## config.mk

```make
export PLATFORM = sky130hd
export DESIGN_NAME = burst_collector_pp
export DESIGN_NICKNAME = d
export VERILOG_FILES = /design/src/rtl/burst_pkg.sv /design/src/rtl/burst_out_slot.sv /design/src/rtl/burst_collector_pp.sv
export SDC_FILE = /design/constraint.sdc
export NUM_CORES = 1
export LEC_CHECK = 0
export CAP_MARGIN = 40
export CORE_ASPECT_RATIO = 0.7
export CORE_MARGIN = 5
export CORE_UTILIZATION = 39
export CTS_CLUSTER_SIZE = 30
export DETAILED_ROUTE_END_ITERATION = 8
export GPL_ROUTABILITY_DRIVEN = 0
export SLEW_MARGIN = 40
export SYNTH_ARGS = -nofsm -noshare
export SYNTH_HDL_FRONTEND = slang
export SYNTH_SLANG_ARGS = --single-unit
export TNS_END_PERCENT = 100
```

## constraint.sdc

```tcl
create_clock -name clk -period 2.02 [get_ports clk]
set_input_delay 0.404 -clock clk [delete_from_list [all_inputs] [get_ports clk]]
set_output_delay 0.404 -clock clk [all_outputs]
set_load 0.03 [all_outputs]
```

## src/rtl/burst_pkg.sv

```systemverilog
// Shared types and helpers for the ping-pong burst collector.
package burst_pkg;

   typedef enum logic [1:0] {
      LATENCY = 2'd0,
      FILL    = 2'd1,
      STALL   = 2'd2
   } state_t;

   function automatic int unsigned clamp_skip(input int unsigned cfg, input int unsigned max_lat);
      return (cfg > max_lat) ? max_lat : cfg;
   endfunction

endpackage

```

## src/rtl/burst_out_slot.sv

```systemverilog
// Valid/ready output register: holds one complete burst and counts accepted bursts.
module burst_out_slot #(
   parameter int unsigned CHANNELS  = 1,
   parameter int unsigned M         = 5,
   parameter int unsigned PRECISION = 5
) (
   input  logic                                        i_clk,
   input  logic                                        i_clr_n,
   input  logic                                        i_ce,
   input  logic                                        i_load,
   input  logic [CHANNELS-1:0][M-1:0][PRECISION-1:0]   i_data,
   input  logic                                        i_ready,
   output logic                                        o_valid,
   output logic [CHANNELS-1:0][M-1:0][PRECISION-1:0]   o_data,
   output logic [15:0]                                 o_count,
   output logic                                        o_slot_free
);

   logic                                        r_valid;
   logic [CHANNELS-1:0][M-1:0][PRECISION-1:0]   r_data;
   logic [15:0]                                 r_count;
   logic                                        w_pop;

   assign w_pop = i_ce & r_valid & i_ready;

   always_ff @(posedge i_clk or negedge i_clr_n) begin
      if (!i_clr_n) begin
         r_valid <= 1'b0;
         r_data  <= '0;
         r_count <= '0;
      end else begin
         // A load in the same cycle as a pop keeps the slot occupied with the new burst.
         if (i_load) begin
            r_valid <= 1'b1;
            r_data  <= i_data;
         end else if (w_pop) begin
            r_valid <= 1'b0;
         end
         if (w_pop) begin
            r_count <= r_count + 16'd1;
         end
      end
   end

   assign o_valid     = r_valid;
   assign o_data      = r_data;
   assign o_count     = r_count;
   assign o_slot_free = ~r_valid | w_pop;

endmodule

```

## src/rtl/burst_collector_pp.sv

```systemverilog
// Multi-channel burst collector: skips an initial run of beats, then packs every M beats
// per channel into a burst handed to a valid/ready output slot without idle cycles.
module burst_collector_pp
   import burst_pkg::*;
#(
   parameter int unsigned CHANNELS        = 1,
   parameter int unsigned M               = 5,
   parameter int unsigned PRECISION       = 5,
   parameter int unsigned MAX_LATENCY     = 15,
   parameter int unsigned LATENCY_DEFAULT = 3,
   localparam int unsigned LW = $clog2(MAX_LATENCY + 1),
   localparam int unsigned CW = $clog2(M + 1)
) (
   input  logic                                        clk,
   input  logic                                        clr_n,
   input  logic                                        ce,
   input  logic                                        start,
   input  logic [LW-1:0]                               latency_cfg,
   input  logic                                        in_valid,
   input  logic [CHANNELS-1:0][PRECISION-1:0]          data_in,
   output logic                                        out_valid,
   input  logic                                        out_ready,
   output logic [CHANNELS-1:0][M-1:0][PRECISION-1:0]   data_out,
   output logic [15:0]                                 burst_count,
   output logic                                        overflow
);

   // The counter serves both the skip phase and the fill index, so it spans the wider need.
   localparam int unsigned NW = (LW > CW) ? LW : CW;

   state_t                                      r_state, w_state_d;
   logic [NW-1:0]                               r_count, w_count_d;
   logic [LW-1:0]                               r_skip, w_skip_d;
   logic                                        r_overflow, w_overflow_d;
   logic [CHANNELS-1:0][M-1:0][PRECISION-1:0]   r_fill, w_fill_d;

   logic          w_load;
   logic          w_slot_free;
   logic          w_fill_mode;
   logic          w_last;
   logic [NW-1:0] w_count_inc;
   logic [NW-1:0] w_skip_ext;
   logic [CW-1:0] w_idx;

   assign w_skip_ext  = NW'(r_skip);
   assign w_count_inc = r_count + NW'(1);
   assign w_idx       = r_count[CW-1:0];
   assign w_last      = (r_count == NW'(M - 1));
   // A zero skip lets the very first beat after re-arm be stored.
   assign w_fill_mode = (r_state == FILL) || ((r_state == LATENCY) && (r_count == w_skip_ext));

   always_comb begin
      w_state_d    = r_state;
      w_count_d    = r_count;
      w_skip_d     = r_skip;
      w_overflow_d = r_overflow;
      w_fill_d     = r_fill;
      w_load       = 1'b0;
      if (ce && start) begin
         w_state_d    = LATENCY;
         w_count_d    = '0;
         w_skip_d     = LW'(clamp_skip(32'(latency_cfg), MAX_LATENCY));
         w_overflow_d = 1'b0;
      end else if (ce) begin
         if (w_fill_mode) begin
            w_state_d = FILL;
            if (in_valid) begin
               for (int c = 0; c < CHANNELS; c++) begin
                  w_fill_d[c][w_idx] = data_in[c];
               end
               if (w_last) begin
                  if (w_slot_free) begin
                     w_load    = 1'b1;
                     w_count_d = '0;
                  end else begin
                     w_state_d = STALL;
                  end
               end else begin
                  w_count_d = w_count_inc;
               end
            end
         end else if (r_state == STALL) begin
            if (in_valid) begin
               w_overflow_d = 1'b1;
            end
            if (w_slot_free) begin
               w_load    = 1'b1;
               w_count_d = '0;
               w_state_d = FILL;
            end
         end else if (in_valid) begin
            w_count_d = w_count_inc;
            if (w_count_inc == w_skip_ext) begin
               w_state_d = FILL;
               w_count_d = '0;
            end
         end
      end
   end

   always_ff @(posedge clk or negedge clr_n) begin
      if (!clr_n) begin
         r_state    <= LATENCY;
         r_count    <= '0;
         r_skip     <= LW'(LATENCY_DEFAULT);
         r_overflow <= 1'b0;
         r_fill     <= '0;
      end else begin
         r_state    <= w_state_d;
         r_count    <= w_count_d;
         r_skip     <= w_skip_d;
         r_overflow <= w_overflow_d;
         r_fill     <= w_fill_d;
      end
   end

   burst_out_slot #(
      .CHANNELS  (CHANNELS),
      .M         (M),
      .PRECISION (PRECISION)
   ) u_slot (
      .i_clk       (clk),
      .i_clr_n     (clr_n),
      .i_ce        (ce),
      .i_load      (w_load),
      .i_data      (w_fill_d),
      .i_ready     (out_ready),
      .o_valid     (out_valid),
      .o_data      (data_out),
      .o_count     (burst_count),
      .o_slot_free (w_slot_free)
   );

   assign overflow = r_overflow;

endmodule
```

; Word level (Yosys, flattened, before mapping)
; Index checks and enable logic that the tools add are counted.
[op_classes]
add_sub_neg = 2
order_cmp = 2
n_eq_ne = 8
muxes = 40
n_bitwise = 4
n_reduce_logical = 15
[ops]
columns = operator, n
row1 = 2-to-1 mux 25 bit, 4
row2 = 2-to-1 mux 4 bit, 9
row3 = bitwise mux 25 bit, 1
row4 = 2-to-1 mux 2 bit, 10
row5 = "adder 16 x 1 -> 16 bit, second input constant", 1
row6 = demux 5 bit (select 3 bit), 1
row7 = 2-to-1 mux 1 bit, 14
row8 = equality test 4 bit, 2
row9 = AND reduction 4 bit, 2
row10 = nonzero test 2 bit, 4
row11 = nonzero test 4 bit, 2
row12 = 2-to-1 mux 5 bit, 1
row13 = "adder 4 x 1 -> 4 bit, second input constant", 1
row14 = "equality test 4 x 3 -> 1 bit, second input constant", 1
row15 = "< comparator 3 x 4 -> 1 bit, second input constant", 1
row16 = "!= test 4 x 3 -> 1 bit, second input constant", 1
row17 = "greater-or-equal comparator 3 x 1 -> 1 bit, second input constant", 1
row18 = logical AND 1 bit, 3
row19 = "!= test 3 x 2 -> 1 bit, second input constant", 1
row20 = AND reduction 3 bit, 1
row21 = nonzero test 3 bit, 1
row22 = AND 1 bit, 2
row23 = "equality test 2 x 1 -> 1 bit, second input constant", 1
row24 = "equality test 2 bit, second input constant", 1
row25 = other kinds (5), 5
[word_totals]
reg_bits = 78
in_bits = 15
wordCells = 87

; Longest topological paths before layout
; Gate-level depths: netlist (run 1).
[depth]
ltp_word = 10
ltp_mapped = 8
ltp_nobuf = 7

; Hierarchy
; Synthesis (run 1) repeated with hierarchy kept, for this count alone.
[unflattened]
hier_cells = 266
hier_area_um2 = 3539.6
[by_module_without_submodules]
columns = module, n_inst, cells_per_inst, area_each_um2, seq_area_each_um2
row1 = burst_collector_pp, 1, 149, 1848.0, 903.4
row2 = burst_out_slot, 1, 117, 1691.6, 1051.0

; Worst setup path before layout (run 1)
; No wires, ideal clock.
[synth_path]
path_type = register to register
from = register r_count[0]
to = register u_slot.r_data (netlist bit u_slot.o_data[10])
setup_ps = 125
t_arrival_ps = 2077
path_slack_ps = -183
stages_incl_launch_ff = 9
cell_sequence = dfrtp_1 > buf_2 > inv_1 > ha_1 > and3b_1 > a41oi_4 > nor3_4 > buf_8 > mux2_4
[synth_between]
elab_chain_cells = 9
word_cells_on_any_way = 19
[synth_lines]
columns = element, line_no
row1 = from (decl), burst_collector_pp.sv:32  ; logic [NW-1:0] r_count, w_count_d;
row2 = from (signal assigned), burst_collector_pp.sv:110  ; r_count <= w_count_d;
row3 = < comparator 3 x 4 -> 1 bit (implied by the code) or greater-or-equal comparator 3 x 1 -> 1 bit (tied branches), burst_collector_pp.sv:69  ; w_fill_d[c][w_idx] = data_in[c];
row4 = logical AND 1 bit (implied by the code), burst_collector_pp.sv:69
row5 = 2-to-1 mux 5 bit (implied by the code), burst_collector_pp.sv:69
row6 = demux 5 bit (select 3 bit), burst_collector_pp.sv:69
row7 = bitwise mux 25 bit, burst_collector_pp.sv:69
row8 = 2-to-1 mux 25 bit, burst_collector_pp.sv:67  ; if (in_valid) begin
row9 = 2-to-1 mux 25 bit, burst_collector_pp.sv:65  ; if (w_fill_mode) begin
row10 = 2-to-1 mux 25 bit, burst_collector_pp.sv:64  ; end else if (ce) begin
row11 = 2-to-1 mux 25 bit, burst_collector_pp.sv:59  ; if (ce && start) begin
row12 = to (signal assigned), burst_out_slot.sv:35  ; r_data <= i_data;
row13 = to (decl), burst_out_slot.sv:20  ; logic [CHANNELS-1:0][M-1:0][PRECISION-1:0] r_data;
; Several ways; a longest one is shown, not always the timed one.
; A chain may end at the register's enable or synchronous reset.

==> results.toml, run 1 <==
[run_status]
status = "finished with violations"
violations = "negative setup slack"

[clock_network]
root_buffer = "clkbuf_16"
cts_tree = "done"
clk_pin_slew_ns = 0.06
clk-insertion-delay-late_ns = 0.34
cts_buffers = 9
clock_sinks = 78
cts_hold_buf = 0
clockBufferDepth = 2
htreeDepth = 3

[synth]
synthAdderAreaFrac = 0.0102
async_flop_share = 1.00
ys_ff_latch = 78
avgSynthCellArea_sq_um = 13.5
ys_seq_area_frac = 0.532
synth_compound_area_frac = 0.0678
synth.area.mux_share = 0.189
ys.flop_type = "dfrtp_1"
synth-simple-area-share = 0.104
synth_xor_xnor_area_share = 0.0702
syn_inst = 272
synth_edf_count = 0
syn_nets = 290
synth_top_family_by_area = "multiplexers"
synth_cell_type_count = 45
syn_area_sq_um = 3670
yosysWarnings = 0

[job]
drv_cap = 0

[sta]
rsz0062_at_grt = "true"
timing.slew.headroom = 0.716
hold_ws_ns = 0.00112
setup_ws_ns = -0.133
period_needed_ns = 2.15
tightest_slew_ns = 0.426
finalSetupViolCount = 26
slew_viol_final = 0
clock.fmax_ghz = 0.464
fin_skew_ns = 0.00671
hold_violations = 0
period_share = 1.07
tns_ns = -2.28

[critical_path]
start_kind = "flop"
required_ns = 2.24
critical_path_peak_fanout = 5
cp-end-kind = "flop"
crit_type = "reg2reg"
arrival_ns = 2.37

[cells_and_area]
fillers = 756
layout.area.seq_sq_um = 1960
final_cell_mix = "dfrtp_1 (74), clkdlybuf4s50_1 (54), buf_4 (42), mux2_4 (33), mux2_2 (22)"
fin_nets = 402
multiInputGateArea_sq_um = 1720
mostFrequentLayoutCell = "dfrtp_1"
antennaDiodeCount = 0
syn2layout_area_growth_pct = 42.7
final_layout_size_suffix_gt1_frac = 0.380

[power]
powerDensity_nw_per_um2 = 861
power_leakage_uw = 0.00236
power_uw = 4510
ir_drop_mv = 0.576

[floorplanning]
rows = 29
die_h_um = 91.2
die_w_um = 126
start_util = 0.402
io_pins = 58
dieArea_sq_um = 11500
core_sq_um = 9140

[min_path]
hold_path_class = "in2async"

[routing]
ant_nets = 0
drt_iter0_drc = 98
drc = 0
avgViaCountPerCell = 5.02
wl_mm = 8.74
vias = 2575
drt_first_pass_iters = 5
wl_per_cell_um = 17.0

[placed_design]
dpl_worst_slack_ns = -0.471
dp_hpwl_mm = 5.70
portBuffers = 57

[global_routing]
first_global_vias = 2618
grt.total_usage = 0.153
grt_pass1_wl_mm = 13.9
grt_max_degree = 49
grt_overflow = 0
antenna_found_initial = 0
layer usage:
layer	routed length, um	vias up	track usage
li1	-	1205	-
met1	4410	1272	0.224
met2	3620	90	0.206
met3	620	8	0.0645
met4	83	0	0.0464
met5	0	-	0
area by class of cell:
type,instances,area share
Timing Repair Buffer,110,0.204
Multi-Input combinational cell,177,0.328
Inverter,8,0.00573
Tap cell,124,0.0296
Clock inverter,5,0.0107
Sequential cell,78,0.373
Clock buffer,11,0.0482
report_power, final:
| part | switching [uW] | internal (uW) |
|---|---|---|
| logic | 461 | 546 |
| registers | 103 | 1730 |
| clock network | 649 | 1020 |
synth_stat cells, drive strengths merged (2+ instances only):
master	count	area, sq um
dfrtp	76	1900
mux2	55	694
nand2	19	71.3
xnor2	16	181
o21ai	12	60.1
nand3	9	45.0
nor2	9	33.8
inv	8	30.0
buf	7	60.1
and3	6	37.5
xor2	6	52.6
nand4	5	31.3
nor4	5	76.3
a21oi	3	15.0
a31oi	3	18.8
ha	3	37.5
nor2b	3	18.8
nor3	3	26.3
a41oi	2	55.1
and4	2	17.5
clkbuf	2	7.51
dfstp	2	52.6
o31ai	2	15.0
registers in the layout, summed over array words and instances (netlist names):
register        flops
u_slot.o_data      25
overflow            1
r_skip              4
r_fill             25
r_state             2
u_slot.o_valid      1
u_slot.o_count     16
r_count             4
cell families after synthesis:
logic type | count (synthesis)
multiplexers | 55
flip-flops | 78
XOR/XNOR | 23
adder cells (fa/ha/maj) | 3
AND/OR/NAND/NOR | 64
buffers and inverters | 17
AO/OA/AOI/OAI | 32
stage by stage:
step | instance area, sq um | cells | utilization
6_report | 5240 | 513 | 0.573
5_1_grt | 5240 | 513 | 0.573
4_1_cts | 5080 | 506 | 0.556
3_5_place_dp | 4690 | 487 | 0.513
3_3_place_gp | 4690 | 487 | 0.513
2_1_floorplan | 3690 | 272 | -
critical path: stages (launching register included):
cell and delay (ns):
dfstp_2 0.58, xnor2_4 0.15, a41oi_4 0.17, buf_6 0.16, nor4_4 0.23, buf_6 0.17
mux2_4 0.31, mux2_4 0.26
timing repair:
| item | CTS | global route |
|---|---|---|
| endpoints found under the setup margin | 26 | 32 |
| pin swaps | 5 | 8 |
| resized for setup | 19 | 14 |
| gates cloned | 0 | 3 |
| buffers inserted | 3 | 4 |
path summary, 6_finish.rpt:
path	start	end	slack (ns)	cells after the start
worst max-delay path	r_skip[0]	u_slot.o_data[5]	-0.13	7
worst min register to register	u_slot.o_count[15]	u_slot.o_count[15]	0.47	1
worst min-delay path	clr_n	overflow	0.001	1
worst max register to register	r_skip[0]	u_slot.o_data[5]	-0.13	7
max in group asynchronous	clr_n	r_fill[17]	1.44	2
min in group clk	u_slot.o_count[15]	u_slot.o_count[15]	0.47	1
Power figures use the tool's default switching activity.
==> run 2, diff against run 1 <==
--- a/config.mk
+++ b/config.mk
@@ -5,7 +5,7 @@
 export SDC_FILE = /design/constraint.sdc
 export NUM_CORES = 1
 export LEC_CHECK = 0
-export CAP_MARGIN = 40
+export CAP_MARGIN = 15
 export CORE_ASPECT_RATIO = 0.7
 export CORE_MARGIN = 5
 export CORE_UTILIZATION = 39
==> results of run 2 <==
Final layout, timing and power as in run 1 (identical DEF).
==> run 3, diff against run 2 <==
--- a/config.mk
+++ b/config.mk
@@ -8,12 +8,14 @@
 export CAP_MARGIN = 15
 export CORE_ASPECT_RATIO = 0.7
 export CORE_MARGIN = 5
-export CORE_UTILIZATION = 39
+export CORE_UTILIZATION = 53
 export CTS_CLUSTER_SIZE = 30
 export DETAILED_ROUTE_END_ITERATION = 8
 export GPL_ROUTABILITY_DRIVEN = 0
+export PLACE_DENSITY = 0.79
 export SLEW_MARGIN = 40
 export SYNTH_ARGS = -nofsm -noshare
 export SYNTH_HDL_FRONTEND = slang
+export SYNTH_HIERARCHICAL = 1
 export SYNTH_SLANG_ARGS = --single-unit
 export TNS_END_PERCENT = 100
==> constraint.sdc (replaced) <==
create_clock -name clk -period 2.1 [get_ports clk]
set_input_delay 0.42 -clock clk [delete_from_list [all_inputs] [get_ports clk]]
set_output_delay 0.42 -clock clk [all_outputs]
set_load 0.03 [all_outputs]
==> results.toml, run 3 <==
[synth]
synth_commonest_cells = "dfrtp_1 (76), mux2_2 (49), nand2_1 (17)"
synth_most_common_cell = "dfrtp_1"
async_flop_share = 1.00
ys_seq_area_frac = 0.552
yosys.area.top_type = "dfrtp_1"
ys.flop_type = "dfrtp_1"
ys_ff_latch = 78
synth_edf_count = 0
syn_area_sq_um = 3540
synth_area_leaders = "dfrtp_1 (54%), mux2_2 (16%), xnor2_1 (3.2%), xor2_1 (2.0%), mux2_1 (1.9%)"
yosysWarnings = 6
syn_inst = 266
synth_cell_type_count = 47
avgSynthCellArea_sq_um = 13.3
synth_top_area_share = 0.537
syn_nets = 284

[cells_and_area]
fin_util = 0.779
final_layout_size_suffix_gt1_frac = 0.392
syn2layout_area_growth_pct = 40.2
mostFrequentLayoutCell = "dfrtp_1"
fin_area_sq_um = 4960
fin_nets = 383
antennaDiodeCount = 0
final_cell_mix = "dfrtp_1 (75), clkdlybuf4s50_1 (55), mux2_2 (41), buf_4 (35), nand2_1 (17)"

[placed_design]
portBuffers = 57
dpl_cell_area_sq_um = 4460
dp_hpwl_mm = 5.57

[sta]
hold_violations = 0
clock.fmax_ghz = 0.450
slew_viol_final = 0
rsz0062_at_grt = "true"
tns_ns = -1.83
fin_skew_ns = 0.00515
timing.slew.headroom = 0.663
hold_ws_ns = 0.0338
period_needed_ns = 2.22
period_share = 1.06
setup_ws_ns = -0.120
finalSetupViolCount = 26
tightest_slew_ns = 0.505

[power]
power_uw = 3840
ir_drop_mv = 0.499
powerDensity_nw_per_um2 = 773
power_leakage_uw = 0.00229

[run_status]
status = "finished with violations"
violations = "negative setup slack"

[routing]
ant_nets = 0
wl_mm = 8.80
drc = 0
drt_first_pass_iters = 4
avgViaCountPerCell = 5.49
drt_iter0_drc = 155
vias = 2533
wl_per_cell_um = 19.1

[global_routing]
first_global_vias = 2675
antenna_found_initial = 0
grt_overflow = 0
grt.total_usage = 0.212
grt_pass1_wl_mm = 13.8
grt_max_degree = 41

[min_path]
hold_path_class = "in2async"

[floorplanning]
io_pins = 58
rows = 24
die_w_um = 108
dieArea_sq_um = 8440
start_util = 0.556
core_sq_um = 6370
die_h_um = 78.4

[critical_path]
path_cells = "xnor2_1 > a41oi_4 > nor3_4 > and3_4 > mux2_1 > mux2_2"
cpMaxStageDelayCell = "dfrtp_1"
critical_path_peak_fanout = 5
timing.critical_path.buf_inv = 0
cp-end-kind = "flop"
cp_top_family = "multiplexers"
arrival_ns = 2.45
r2r_slack_ns = -0.12
required_ns = 2.33
slowest_delay_ns = 0.40
crit_type = "reg2reg"
start_kind = "flop"

[clock_network]
cts_buffers = 9
htreeDepth = 3
clk_pin_slew_ns = 0.08
clk-insertion-delay-late_ns = 0.35
clockBufferDepth = 2
clock_sinks = 78
cts_tree = "done"
cts_hold_buf = 0
root_buffer = "clkbuf_8"

[job]
drv_cap = 0
## run 3: cell count changes in the layout (fill, tap and decap cells not counted), moves of 4 or more
cell / before / now
buf_4: 42 / 35
o21ai_0: 11 / 2
mux2_4: 33 / 12
nand3_1: 9 / 5
clkbuf_8: 2 / 9
and3_1: 6 / 1
mux2_2: 22 / 41
mux2i_1: 0 / 4
clkbuf_16: 11 / 0
## run 3: path summary, 6_finish.rpt
check | start | end | cells past startpoint
min in group clk | u_slot/o_count[15] | u_slot/o_count[15] | 1
worst min register to register | u_slot/o_count[15] | u_slot/o_count[15] | 1
max in group asynchronous | clr_n | r_skip[0] | 2
worst min-delay path | clr_n | u_slot/o_count[5] | 1
worst max register to register | r_skip[2] | u_slot/o_data[23] | 6
worst max-delay path | r_skip[2] | u_slot/o_data[23] | 6
## run 3: logic make-up (layout without fill, tap and decap cells)
logic type                 count (synthesis)  count (layout)  synth area share
AOI/OAI and AO/OA                         24              24            0.0509
DFF                                       78              78             0.552
muxes                                     59              59             0.186
and+or+nand+nor                           64              64             0.112
adders and majority gates                  3               3            0.0106
xor gates and xnor gates                  23              23            0.0633
buffers and inverters                     15             119            0.0244
## run 3: stage by stage
stage / worst slack (ns) / cells
final: -0.120 / 461
after global routing: -0.178 / 461
after CTS: -0.106 / 455
after detailed placement: -0.527 / 437
after global placement: -0.510 / 437
after floorplan: -0.00856 / 266
## run 3: layer usage
layer | vias up | GRT usage | part of all wire
met1 | 1278 | 0.291 | 0.45
met2 | 101 | 0.327 | 0.47
met3 | 13 | 0.0508 | 0.067
met5 | - | 0.0298 | 0
li1 | 1141 | - | -
met4 | 0 | 0.0820 | 0.014
## run 3: area by class of cell
| cell class | count | area, sq um |
|---|---|---|
| inverters | 5 | 18.8 |
| fillers | 393 | 1410 |
| clock inverters | 6 | 118 |
| well taps | 91 | 114 |
| clock buffers | 10 | 128 |
| repair buffers | 98 | 938 |
| multi-input cells | 173 | 1690 |
| flip-flops and latches | 78 | 1960 |
## run 3: what timing repair did
action                                 CTS  global route
resized for setup                       11            30
setup endpoints to repair               26            27
setup buffers                            1             6
endpoints found under the hold margin    0             0
gates cloned                             1             0
pin swaps                                2             8
## run 3: worst register-to-register path: cells and delay by family (launching register included)
family / cells / cell delay [ns]
and+or+nand+nor: 2 / 0.59
muxes: 2 / 0.63
xor gates and xnor gates: 1 / 0.29
DFF: 1 / 0.40
AOI/OAI and AO/OA: 1 / 0.19
## run 3: report_power, final
part | leakage, uW | internal (uW) | switching (uW)
Combinational | 0.00112 | 404 | 356
Sequential | 0.00105 | 1640 | 69.1
Clock | 0.000119 | 803 | 568
Total | 0.00229 | 2840 | 994
